==> src/rtl/id_fwd_stage.sv <==
// Instruction-decode stage: IF->ID slot register, SRAM word buffer for holds,
// operand forwarding (EX > MEM > WB > regfile), load-use hazard detection,
// branch/jump resolution and a saturating load-use stall counter.
//
// Slot handshake: the slot holds a valid instruction when valid_r=1. It is
// handed to EX (issue_valid=1) in a cycle where it is valid, no load-use
// hazard is detected (stallreq=0) and the controller is not holding ID
// (hold=0). Whenever the slot is valid but not issued, it stays in place
// until hold drops. stallreq is a request only; the controller must answer
// it by raising hold for IF and ID and inserting a bubble into EX.
module id_fwd_stage #(
  parameter int DW    = 32,
  parameter int RAW   = 5,
  parameter int CNT_W = 16
) (
  input  logic             clk,
  input  logic             rst,
  input  logic             hold,
  input  logic             flush,
  input  logic             if_valid,
  input  logic [DW-1:0]    if_pc,
  input  logic [31:0]      inst_sram_rdata,
  output logic [RAW-1:0]   rf_raddr1,
  output logic [RAW-1:0]   rf_raddr2,
  input  logic [DW-1:0]    rf_rdata1,
  input  logic [DW-1:0]    rf_rdata2,
  input  logic             ex_we,
  input  logic             ex_is_load,
  input  logic [RAW-1:0]   ex_waddr,
  input  logic [DW-1:0]    ex_wdata,
  input  logic             mem_we,
  input  logic [RAW-1:0]   mem_waddr,
  input  logic [DW-1:0]    mem_wdata,
  input  logic             wb_we,
  input  logic [RAW-1:0]   wb_waddr,
  input  logic [DW-1:0]    wb_wdata,
  output logic             issue_valid,
  output logic [DW-1:0]    id_pc,
  output logic [31:0]      id_inst,
  output logic [DW-1:0]    rs_val,
  output logic [DW-1:0]    rt_val,
  output logic             stallreq,
  output logic             br_taken,
  output logic [DW-1:0]    br_target,
  output logic [CNT_W-1:0] lu_stall_cnt
);

  localparam logic [5:0] OP_SPECIAL = 6'h00;
  localparam logic [5:0] OP_REGIMM  = 6'h01;
  localparam logic [5:0] OP_J       = 6'h02;
  localparam logic [5:0] OP_JAL     = 6'h03;
  localparam logic [5:0] OP_BEQ     = 6'h04;
  localparam logic [5:0] OP_BNE     = 6'h05;
  localparam logic [5:0] OP_BLEZ    = 6'h06;
  localparam logic [5:0] OP_BGTZ    = 6'h07;
  localparam logic [5:0] OP_LUI     = 6'h0f;

  logic          valid_r;
  logic [DW-1:0] pc_r;
  logic          buf_v;
  logic [31:0]   buf_inst;

  logic [5:0]     op;
  logic [5:0]     func;
  logic [4:0]     rt_field;
  logic [RAW-1:0] rs_a;
  logic [RAW-1:0] rt_a;
  logic           uses_rs;
  logic           uses_rt;
  logic [DW-1:0]  pc4;
  logic [DW-1:0]  off;
  logic           is_br;
  logic           cond;
  logic [DW-1:0]  tgt;

  // Slot register: flush kills, hold keeps, otherwise load from IF.
  always_ff @(posedge clk) begin
    if (rst) begin
      valid_r <= 1'b0;
      pc_r    <= '0;
    end else if (flush) begin
      valid_r <= 1'b0;
    end else if (!hold) begin
      valid_r <= if_valid;
      pc_r    <= if_pc;
    end
  end

  // The SRAM only returns the word for the PC latched last cycle, so on the
  // first hold edge we grab it; later hold cycles read the buffered copy.
  always_ff @(posedge clk) begin
    if (rst || flush || !hold) begin
      buf_v <= 1'b0;
    end else if (!buf_v && valid_r) begin
      buf_v    <= 1'b1;
      buf_inst <= inst_sram_rdata;
    end
  end

  // Instruction select; an empty slot decodes as a NOP.
  always_comb begin
    id_inst = 32'h0;
    if (valid_r) id_inst = buf_v ? buf_inst : inst_sram_rdata;
  end

  assign id_pc     = pc_r;
  assign op        = id_inst[31:26];
  assign func      = id_inst[5:0];
  assign rt_field  = id_inst[20:16];
  assign rs_a      = RAW'(id_inst[25:21]);
  assign rt_a      = RAW'(id_inst[20:16]);
  assign rf_raddr1 = rs_a;
  assign rf_raddr2 = rt_a;

  // rs operand: $0 is hard zero, then nearest producer wins.
  always_comb begin
    rs_val = rf_rdata1;
    if (rs_a == '0)                        rs_val = '0;
    else if (ex_we && ex_waddr == rs_a)    rs_val = ex_wdata;
    else if (mem_we && mem_waddr == rs_a)  rs_val = mem_wdata;
    else if (wb_we && wb_waddr == rs_a)    rs_val = wb_wdata;
  end

  // rt operand: same priority as rs.
  always_comb begin
    rt_val = rf_rdata2;
    if (rt_a == '0)                        rt_val = '0;
    else if (ex_we && ex_waddr == rt_a)    rt_val = ex_wdata;
    else if (mem_we && mem_waddr == rt_a)  rt_val = mem_wdata;
    else if (wb_we && wb_waddr == rt_a)    rt_val = wb_wdata;
  end

  // Which operands the instruction actually reads; shifts by immediate use
  // only rt, lui/j/jal use neither register field as a source.
  always_comb begin
    uses_rs = !((op == OP_LUI) || (op == OP_J) || (op == OP_JAL) ||
                ((op == OP_SPECIAL) &&
                 ((func == 6'h00) || (func == 6'h02) || (func == 6'h03))));
    uses_rt = (op == OP_SPECIAL) || (op == OP_BEQ) || (op == OP_BNE) ||
              (op[5:3] == 3'b101);
  end

  assign stallreq = valid_r && ex_we && ex_is_load && (ex_waddr != '0) &&
                    ((uses_rs && ex_waddr == rs_a) ||
                     (uses_rt && ex_waddr == rt_a));

  assign issue_valid = valid_r && !stallreq && !hold;

  assign pc4 = pc_r + DW'(4);
  assign off = {{(DW-18){id_inst[15]}}, id_inst[15:0], 2'b00};

  // Branch/jump condition and target on forwarded operands.
  always_comb begin
    is_br = 1'b0;
    cond  = 1'b0;
    tgt   = '0;
    case (op)
      OP_BEQ:  begin is_br = 1'b1; cond = (rs_val == rt_val);        tgt = pc4 + off; end
      OP_BNE:  begin is_br = 1'b1; cond = (rs_val != rt_val);        tgt = pc4 + off; end
      OP_BLEZ: begin is_br = 1'b1; cond = ($signed(rs_val) <= 0);    tgt = pc4 + off; end
      OP_BGTZ: begin is_br = 1'b1; cond = ($signed(rs_val) > 0);     tgt = pc4 + off; end
      OP_REGIMM: begin
        if (rt_field == 5'd0) begin
          is_br = 1'b1; cond = ($signed(rs_val) < 0);  tgt = pc4 + off;
        end else if (rt_field == 5'd1) begin
          is_br = 1'b1; cond = ($signed(rs_val) >= 0); tgt = pc4 + off;
        end
      end
      OP_J, OP_JAL: begin
        is_br = 1'b1; cond = 1'b1;
        tgt   = {pc4[DW-1:28], id_inst[25:0], 2'b00};
      end
      OP_SPECIAL: begin
        if (func == 6'h08 || func == 6'h09) begin
          is_br = 1'b1; cond = 1'b1; tgt = rs_val;
        end
      end
      default: ;
    endcase
  end

  assign br_taken  = issue_valid && is_br && cond;
  assign br_target = br_taken ? tgt : '0;

  // Saturating count of load-use stall cycles.
  always_ff @(posedge clk) begin
    if (rst) lu_stall_cnt <= '0;
    else if (stallreq && (lu_stall_cnt != '1)) lu_stall_cnt <= lu_stall_cnt + 1'b1;
  end

endmodule

==> config.mk <==
export PLATFORM = sky130hd
export DESIGN_NAME = id_fwd_stage
export DESIGN_NICKNAME = d
export VERILOG_FILES = /design/src/rtl/id_fwd_stage.sv
export SDC_FILE = /design/constraint.sdc
export NUM_CORES = 1
export LEC_CHECK = 0
export BUFFER_PORTS_ARGS = -buffer_cell sky130_fd_sc_hd__clkbuf_2
export CAP_MARGIN = 25
export CORE_AREA = 4 4 169 171
export CTS_CLUSTER_DIAMETER = 200
export DETAILED_ROUTE_END_ITERATION = 10
export DIE_AREA = 0 0 173 175
export HOLD_SLACK_MARGIN = 0.15
export MAX_ROUTING_LAYER = met4
export PLACE_DENSITY = 0.69
export SETUP_SLACK_MARGIN = 0.05
export SYNTH_ARGS = -nofsm -noshare
export SYNTH_HDL_FRONTEND = slang
export SYNTH_SLANG_ARGS = --single-unit
==> constraint.sdc <==
create_clock -name clk -period 11.3 [get_ports clk]
set_clock_uncertainty 0.15 [all_clocks]
set_input_delay 1.695 -clock clk [delete_from_list [all_inputs] [get_ports clk]]
set_output_delay 1.695 -clock clk [all_outputs]
set_load 0.005 [all_outputs]
==> results.cfg, run 1 <==
[power]
p_leak_nw = 5.77
switching_share_pct = 36.4
internal-power_w = 0.000576
pwr-share-clk_pct = 33.3
p_seq_share_pct = 35.5
powerDensity_mw_per_mm2 = 71.2
peakVddDrop_v = 0.0000714
pwr-share-comb_pct = 31.3
switchingPower_w = 0.000330

[final_layout]
areaGrowthSynthToFinish_pct = 26.8
nets = 1960
design_area_sq_mm = 0.0127
final_util_pct = 47.4
fill_cells = 2776
multiInputGateArea_sq_mm = 0.00740
drive_above_1_share_pct = 33.1
regArea_sq_mm = 0.00196

[timing]
slew_headroom_pct = 31.3
hold_ws_ns = 0.347
hold_violations = 0
worst_slew_pin_slew_ns = 1.03
min_period_ns = 9.31
rsz0062_at_grt = no
fin_crit_sh_pct = 82.4
setup-tns-final_ns = 0
max_freq_ghz = 0.107
setup_viol = 0
slew_viol_final = 0

[cts]
cts_hold_buffers = 0
htree_levels = 3
cts_tree = built
cts.sinks = 82
path_clk_slew_ns = 0.07
clockBufferDepth = 2
clk_latency_ns = 0.35
cts-root-buf = clkbuf_16
post_cts_buffers = 0
ctsResizeCount = 0
cts_buffers = 9

[worst_setup_path]
path_max_fanout = 17
slowest_delay_ns = 0.85
arrival_ns = 7.46
cp-start-kind = primary input
setup.worst_path.end_class = primary output
reg2reg_from = buf_v$_SDFFE_PN0P_
cpMaxStageDelayCell = o31ai_4
worst-setup-path-type = in -> out
worst_ep_required_time_ns = 9.46
crit_start = wb_we
crit_path_cell_trace = clkbuf_2 -> inv_1 -> nor3_2 -> nand3_2 -> buf_4 -> mux2i_1 -> o221ai_2 -> or4_1 -> a2111oi_2 -> nand2_1 -> mux2_4 -> o31ai_4 -> buf_4 -> a21oi_2 -> clkbuf_2

[grt]
grt_overflow_total = 0
grt_max_degree = 51
grt_pass1_wl_mm = 79.5
antenna_found_initial = 2
use_met2_pct = 56.8
met1_usage_pct = 41.6
grt_pass1_vias = 12200
grt_usage_pct = 35.1
top_usage_layer = met2
grt_util_met3_pct = 7.27

[die]
num_io_pins = 437
initial_core_util_pct = 37.3
fp-row-count = 60
core_area_sq_mm = 0.0269
die_width_microns = 173
die_area_sq_mm = 0.0303
fp.dieH_microns = 175

[logic_synthesis]
synthArstFlopShare_pct = 0
ys_ff_latch = 82
seq_area_frac_synth_pct = 19.6
synth_cell_types = 89
synth_area_sq_mm = 0.0100
postSynthAreaPerCell_sq_um = 7.71
synth_top_area_share_pct = 9.98
synth_edf_count = 32
syn-num-nets = 1582
synth_area_leaders = dfxtp_1 10%, edfxtp_1 9.6%, mux2i_1 7.4%
synthCells = 1302
synth_flop_cell = dfxtp_1
synth_area_leader_cell = dfxtp_1
yosysWarnings = 0

[routing]
ant_nets = 0
firstDrtPassIters = 9
drt-vias-per-instance = 6.22
wl_per_cell_microns = 27.0
drc = 0
drtIter0Drc = 1526
vias = 12600
finalWirelength_mm = 54.8

[place]
place_hpwl_mm = 45.4
place_area_sq_mm = 0.0124
port_buffers = 436
place_congestion = 1.08

[worst_hold_path]
hp-start = id_pc[26]$_SDFFE_PP0P_
worst_hold_path_type = reg -> reg

[run_status]
status = completed

[job]
maxCapViolations = 0
==> cells by family (layout without fill, tap and decap cells) <==
logic type	Yosys count	count (layout)	synth area share (%)
AOI/OAI and AO/OA	413	413	29.6
xor gates and xnor gates	93	93	8.12
adders and majority gates	32	32	4.06
buffers and inverters	155	538	7.24
DFF	82	82	19.6
muxes	89	89	9.28
other	0	2	0
and+or+nand+nor	438	438	22.1
==> per-layer routing <==
metal	vias up	wire (microns)	part of all wire [%]
met5	-	0	0
met1	5961	21500	39
met4	0	3150	5.7
met3	142	4860	8.9
met2	781	25300	46
li1	5721	-	-
==> power by group through the flow <==
stage | logic (W) | clock network (W) | registers (W)
after floorplan | 0.000135 | 0 | 0.000326
after global placement | 0.000276 | 0 | 0.000328
after detailed placement | 0.000275 | 0 | 0.000328
after CTS | 0.000277 | 0.000308 | 0.000321
after global routing | 0.000299 | 0.000320 | 0.000322
final | 0.000283 | 0.000301 | 0.000321
==> synth_stat cells, types with 13 or more instances <==
| cell type | n |
|---|---|
| nand4_1 | 19 |
| nor2_1 | 91 |
| xnor2_1 | 66 |
| a222oi_1 | 26 |
| mux2i_1 | 74 |
| a21oi_2 | 29 |
| o21a_1 | 13 |
| nand3_1 | 52 |
| o21ai_0 | 64 |
| and3_1 | 32 |
| edfxtp_1 | 32 |
| a32oi_1 | 19 |
| buf_2 | 17 |
| buf_4 | 13 |
| ha_1 | 31 |
| inv_1 | 57 |
| o221ai_1 | 13 |
| dfxtp_1 | 50 |
| nor3_1 | 34 |
| a221o_1 | 15 |
| nor4_1 | 20 |
| xor2_1 | 27 |
| clkbuf_1 | 51 |
| or3_1 | 18 |
| a21oi_1 | 96 |
| nand2_1 | 113 |
==> layout by cell type (no fill, tap or decap), drive strengths merged, types with 32 or more instances in the layout <==
cell type	count
nor3	36
nand2	113
xnor2	66
mux2i	76
inv	61
a21oi	125
clkbuf	445
nor2	92
dfxtp	50
o21ai	76
edfxtp	32
and3	32
nand3	53
==> sequential cells by signal (all words and copies together) (netlist names) <==
name,cells
buf_inst,32
buf_v,1
lu_stall_cnt,16
id_pc,32
valid_r,1
==> per-stage QoR <==
stage,power [W],cells,setup WS [ns]
finish,0.000906,2028,1.99
global route,0.000942,2028,1.84
CTS,0.000906,2025,1.80
detailed placement,0.000603,2009,1.79
global placement,0.000604,2006,1.96
floorplan,0.000461,1302,4.07
==> worst paths after layout <==
check	endpoint	slack, ns	depth (start not counted)
max	br_target[19]	1.99	15
min	id_pc[26]$_SDFFE_PP0P_	0.35	2
max reg2reg	lu_stall_cnt[5]$_SDFFE_PP0P_	6.41	10
min reg2reg	id_pc[26]$_SDFFE_PP0P_	0.35	2
==> critical path: cells and delay by family <==
kind | cells | cell delay (ns)
AOI/OAI and AO/OA | 4 | 1.54
buffers and inverters | 5 | 1.48
muxes | 2 | 0.65
and+or+nand+nor | 4 | 2.05
==> layout make-up <==
cell class,instances,share of cell area (%)
antenna,2,0.0393
clock buffer,9,1.77
clock inverter,7,0.639
inverter,58,1.71
multi-input combinational,1065,58.1
sequential,82,15.4
tap,341,3.35
timing repair buffer,464,18.9
No activity file was read; power rests on OpenSTA's default activity.
==> inputs of run 2 (changes only) <==
- clock period: 11.3 -> 9.7 ns (I/O delays scaled with it)
==> run 2 against run 1 <==
Compared with the run above: critical path depth grew 1; sequential power grew 17%; register-to-register slack lost 1.5 ns; clock power grew 17%; clock-buffer cell count is the same; combinational power grew 17%; sequential share of layout area is essentially flat; via count grew 0.57%.
==> results.cfg, run 2 (same netlist as run 1, synthesis figures left out) <==
[run_status]
status = completed

[final_layout]
areaGrowthSynthToFinish_pct = 27.1
design_area_sq_mm = 0.0127
nets = 1965
mostFrequentLayoutCells = 436 x clkbuf_2, 113 x nand2_1, 96 x a21oi_1
final_common_cell = clkbuf_2
drive_above_1_share_pct = 33.3

[place]
place_hpwl_mm = 45.0
place_congestion = 1.11
pre_cts_ws_ns = 1.56
place_area_sq_mm = 0.0124
port_buffers = 436

[die]
fp-row-count = 60
die_width_microns = 173
fp.dieH_microns = 175
die_area_sq_mm = 0.0303
initial_core_util_pct = 37.3
num_io_pins = 437
core_area_sq_mm = 0.0269

[cts]
path_clk_slew_ns = 0.07
cts_buffers = 9
htree_levels = 3
cts_tree = built
ctsResizeCount = 0
cts_hold_buffers = 0
cts.sinks = 82
cts-root-buf = clkbuf_16
clk_latency_ns = 0.35
post_cts_buffers = 0
clockBufferDepth = 2

[worst_setup_path]
worst_ep_required_time_ns = 8.10
path_max_fanout = 23
setup.worst_path.end_class = primary output
cp-start-kind = primary input
r2r-end = lu_stall_cnt[5]$_SDFFE_PP0P_
reg2regPathDepth = 13
arrival_ns = 6.62
r2r_slack_ns = 4.96
reg2reg_from = buf_v$_SDFFE_PN0P_
worst-setup-path-type = in -> out

[worst_hold_path]
hp-start = id_pc[26]$_SDFFE_PP0P_
worst_hold_path_type = reg -> reg
min_to = id_pc[26]$_SDFFE_PP0P_
holdPathStages = 2

[power]
peakVddDrop_v = 0.0000789
pwr-share-clk_pct = 33.4
switching_share_pct = 36.4
switchingPower_w = 0.000384
powerDensity_mw_per_mm2 = 82.8
p_seq_share_pct = 35.4
internal-power_w = 0.000672
p_leak_nw = 5.79
pwr-share-comb_pct = 31.2

[routing]
drt-vias-per-instance = 6.24
wl_per_cell_microns = 26.8
drc = 0
firstDrtPassIters = 8
drtIter0Drc = 1480
ant_nets = 0
vias = 12700
finalWirelength_mm = 54.4

[timing]
slew_viol_final = 0
hold_violations = 0
worst_slew_pin_slew_ns = 1.02
rsz0062_at_grt = no
max_freq_ghz = 0.122
fin_crit_sh_pct = 84.8
min_period_ns = 8.22
setup_slack_ns = 1.48
setup_viol = 0
slew_headroom_pct = 31.0
setup-tns-final_ns = 0

[job]
maxCapViolations = 0

[grt]
grt_pass1_vias = 12200
grt_pass1_wl_mm = 78.5
grt_max_degree = 51
grt_usage_pct = 34.6
grt_overflow_total = 0
antenna_found_initial = 2
-- run 2: per-stage QoR --
stage / power [W] / hold slack [ns] / instances / utilization, %
detailed placement: 0.000702 / 0.334 / 2015 / 46.3
CTS: 0.00106 / 0.347 / 2031 / 47.4
global placement: 0.000703 / 0.333 / 2013 / 46.2
global route: 0.00110 / 0.375 / 2033 / 47.4
finish: 0.00106 / 0.349 / 2033 / 47.4
floorplan: 0.000537 / 0.315 / 1302 / -
-- run 2: final cells by class --
type	count	area, sq um
Antenna cell	2	5.00
Clock buffer	9	225
Clock inverter	7	78.8
Fill cell	2831	14100
Inverter	58	218
Multi-Input combinational cell	1065	7390
Sequential cell	82	1960
Tap cell	341	427
Timing Repair Buffer	469	2440
-- run 2: worst max-delay path by stage --
stage / start / endpoint / slack, ns / cells past startpoint
after CTS: inst_sram_rdata[21] / br_target[31] / 1.56 / 16
after detailed placement: inst_sram_rdata[21] / br_target[31] / 1.56 / 16
after global placement: inst_sram_rdata[21] / br_target[31] / 1.54 / 16
after global routing: inst_sram_rdata[25] / br_target[31] / 1.10 / 15
after floorplan: inst_sram_rdata[24] / br_taken / 2.95 / 14
final: inst_sram_rdata[21] / br_target[31] / 1.48 / 16
-- run 2: critical path, cell delays in order --
cell,delay (ns)
clkbuf_2,0.10
mux2_2,0.32
and3_1,0.20
o22ai_1,0.20
buf_4,0.18
or3_1,0.56
nand3_4,0.47
o221ai_1,0.76
xor2_1,0.18
a2111oi_0,0.54
nand3_1,0.18
nor4_2,0.36
mux2i_4,0.49
buf_4,0.35
a21oi_1,0.12
clkbuf_2,0.14
-- run 2: layer usage --
layer / GRT usage [%] / share of wire, %
met3: 7.25 / 9.2
met2: 56.3 / 46
met1: 39.6 / 38
met4: 20.3 / 6.8
met5: - / 0
-- run 2: power groups by stage --
stage	registers [W]	logic, W	clock network (W)
after CTS	0.000374	0.000322	0.000359
after detailed placement	0.000381	0.000321	0
after global routing	0.000375	0.000348	0.000372
after global placement	0.000381	0.000322	0
after floorplan	0.000379	0.000158	0
final	0.000374	0.000330	0.000352
==> inputs of run 3 (changes only) <==
- PLACE_DENSITY: 0.69 -> 0.72
- clock period: 9.7 -> 7.1 ns (I/O delays scaled with it)
==> run 3 against run 2 <==
Compared with the run above: setup slack worse by 1.3 ns; utilization is 0.98 points higher; sequential share of layout area is 0.29 points lower; global-route usage is 1.3 points higher; non-clock buffer count is 27 higher; worst hold slack worse by 0.017 ns; clock power is 37% higher; clock-buffer cell count stayed put; combinational power is 41% higher; total power is 38% higher; final cell count is 1.2% higher.
==> results.cfg, run 3 (same netlist as run 1, synthesis figures left out) <==
[run_status]
status = completed

[worst_setup_path]
crit_buf_inv = 5
cp-start-kind = flop
arrival_ns = 5.67
slowest_delay_ns = 0.56
cpMaxStageDelayCell = or4b_1
crit_path_cell_trace = buf_6 -> mux2_1 -> and3_1 -> o221ai_1 -> o31a_1 -> buf_12 -> nand2_1 -> buf_4 -> o21ai_0 -> xnor2_1 -> nand3_1 -> or4b_1 -> nor4_2 -> mux2i_4 -> buf_4 -> a21oi_1 -> clkbuf_2
worst_ep_required_time_ns = 5.88
critPathMostFrequentCell = buf_4
path_max_fanout = 31
setup.worst_path.end_class = primary output
critPathTopFamily = simple AND/OR/NAND/NOR gates
worst-setup-path-type = reg -> out

[timing]
hold_violations = 0
max_freq_ghz = 0.145
setup_viol = 0
slew_headroom_pct = 43.6
rsz0062_at_grt = no
setup_slack_ns = 0.217
worst_slew_pin_slew_ns = 0.846
slew_viol_final = 0
fin_crit_sh_pct = 96.9
setup-tns-final_ns = 0
min_period_ns = 6.88

[routing]
wl_per_cell_microns = 27.2
vias = 12700
drtIter0Drc = 1306
finalWirelength_mm = 55.9
drt-vias-per-instance = 6.19
drc = 0
ant_nets = 0
firstDrtPassIters = 9

[power]
pwr-share-clk_pct = 33.0
peakVddDrop_v = 0.000128
powerDensity_mw_per_mm2 = 112
p_seq_share_pct = 35.0
switchingPower_w = 0.000532
pwr-share-comb_pct = 32.0
internal-power_w = 0.000925
p_leak_nw = 5.95
switching_share_pct = 36.5

[grt]
grt_pass1_wl_mm = 81.1
grt_usage_pct = 35.9
grt_pass1_vias = 12500
antenna_found_initial = 0
grt_max_degree = 51
grt_overflow_total = 0

[cts]
cts_tree = built
post_cts_buffers = 0
cts.sinks = 82
path_clk_slew_ns = 0.08
clockBufferDepth = 2
cts-root-buf = clkbuf_16
htree_levels = 3
cts_buffers = 9
clk_latency_ns = 0.35

[die]
die_area_sq_mm = 0.0303
die_width_microns = 173
fp.dieH_microns = 175
num_io_pins = 437
initial_core_util_pct = 37.3
core_area_sq_mm = 0.0269
fp-row-count = 60

[final_layout]
drive_above_1_share_pct = 34.4
areaGrowthSynthToFinish_pct = 29.7
final_cells = 2058
final_common_cell = clkbuf_2
final_util_pct = 48.4
nets = 1992
mostFrequentLayoutCells = 436 x clkbuf_2, 113 x nand2_1, 96 x a21oi_1
diodes = 0

[place]
dp_cells = 2042
place_congestion = 1.04
port_buffers = 436
place_hpwl_mm = 46.4
pre_cts_ws_ns = 0.306

[worst_hold_path]
worst_hold_path_type = reg -> reg

[job]
maxCapViolations = 0
==> run 3: routing by layer <==
layer  part of all wire [%]  wire length, microns  vias to the layer above  GRT usage (%)
met5                      0                     0                        -              -
met4                    4.2                  2350                        0           12.7
met3                    9.4                  5240                      136           8.09
met2                     47                 26500                      764           60.3
met1                     39                 21800                     6067           42.5
li1                       -                     -                     5778              -
==> run 3: final timing paths <==
path                                       end  cells past startpoint  slack (ns)              startpoint
setup / recovery                 br_target[31]                     17        0.22      buf_v$_SDFFE_PN0P_
hold / removal          id_pc[26]$_SDFFE_PP0P_                      2        0.33  id_pc[26]$_SDFFE_PP0P_
setup reg to reg  lu_stall_cnt[7]$_SDFFE_PP0P_                     14        2.72      buf_v$_SDFFE_PN0P_
hold reg to reg         id_pc[26]$_SDFFE_PP0P_                      2        0.33  id_pc[26]$_SDFFE_PP0P_
==> run 3: layout make-up <==
class / count / area (sq um)
Clock buffer: 9 / 225
Clock inverter: 7 / 81.3
Fill cell: 2766 / 13900
Inverter: 58 / 218
Multi-Input combinational cell: 1065 / 7390
Sequential cell: 82 / 1970
Tap cell: 341 / 427
Timing Repair Buffer: 496 / 2700
==> run 3: through the flow <==
stage                     cell area, sq um  total power (W)  hold slack [ns]
final                                13000          0.00146            0.332
after global routing                 13000          0.00152            0.388
after CTS                            13000          0.00145            0.338
after detailed placement             12700         0.000973            0.327
after global placement               12700         0.000974            0.321
after floorplan                      10000         0.000733            0.315
==> run 3: timing repair <==
action,in CTS,in global routing
hold buffers,0,0
endpoints found under the setup margin,20,33
gates resized for setup,1,3
==> run 3: power by group through the flow <==
stage / clock, W / combinational [W] / sequential [W]
after floorplan: 0 / 0.000215 / 0.000518
after global placement: 0 / 0.000453 / 0.000521
after detailed placement: 0 / 0.000452 / 0.000521
after CTS: 0.000490 / 0.000454 / 0.000510
after global routing: 0.000512 / 0.000492 / 0.000512
final: 0.000481 / 0.000466 / 0.000510
==> run 3: worst register-to-register path: stages (launching register included) <==
cell and delay [ns]:
dfxtp_4 0.54, buf_6 0.35, mux2i_1 0.21, nand2b_1 0.23, inv_1 0.18, nand3_1 0.12
a2111oi_0 0.14, or4_1 0.47, a21oi_1 0.17, o21ai_0 0.26, a41oi_1 0.49, nand4_1 0.43
nor3_1 0.33, xnor2_1 0.15, nor2_1 0.05
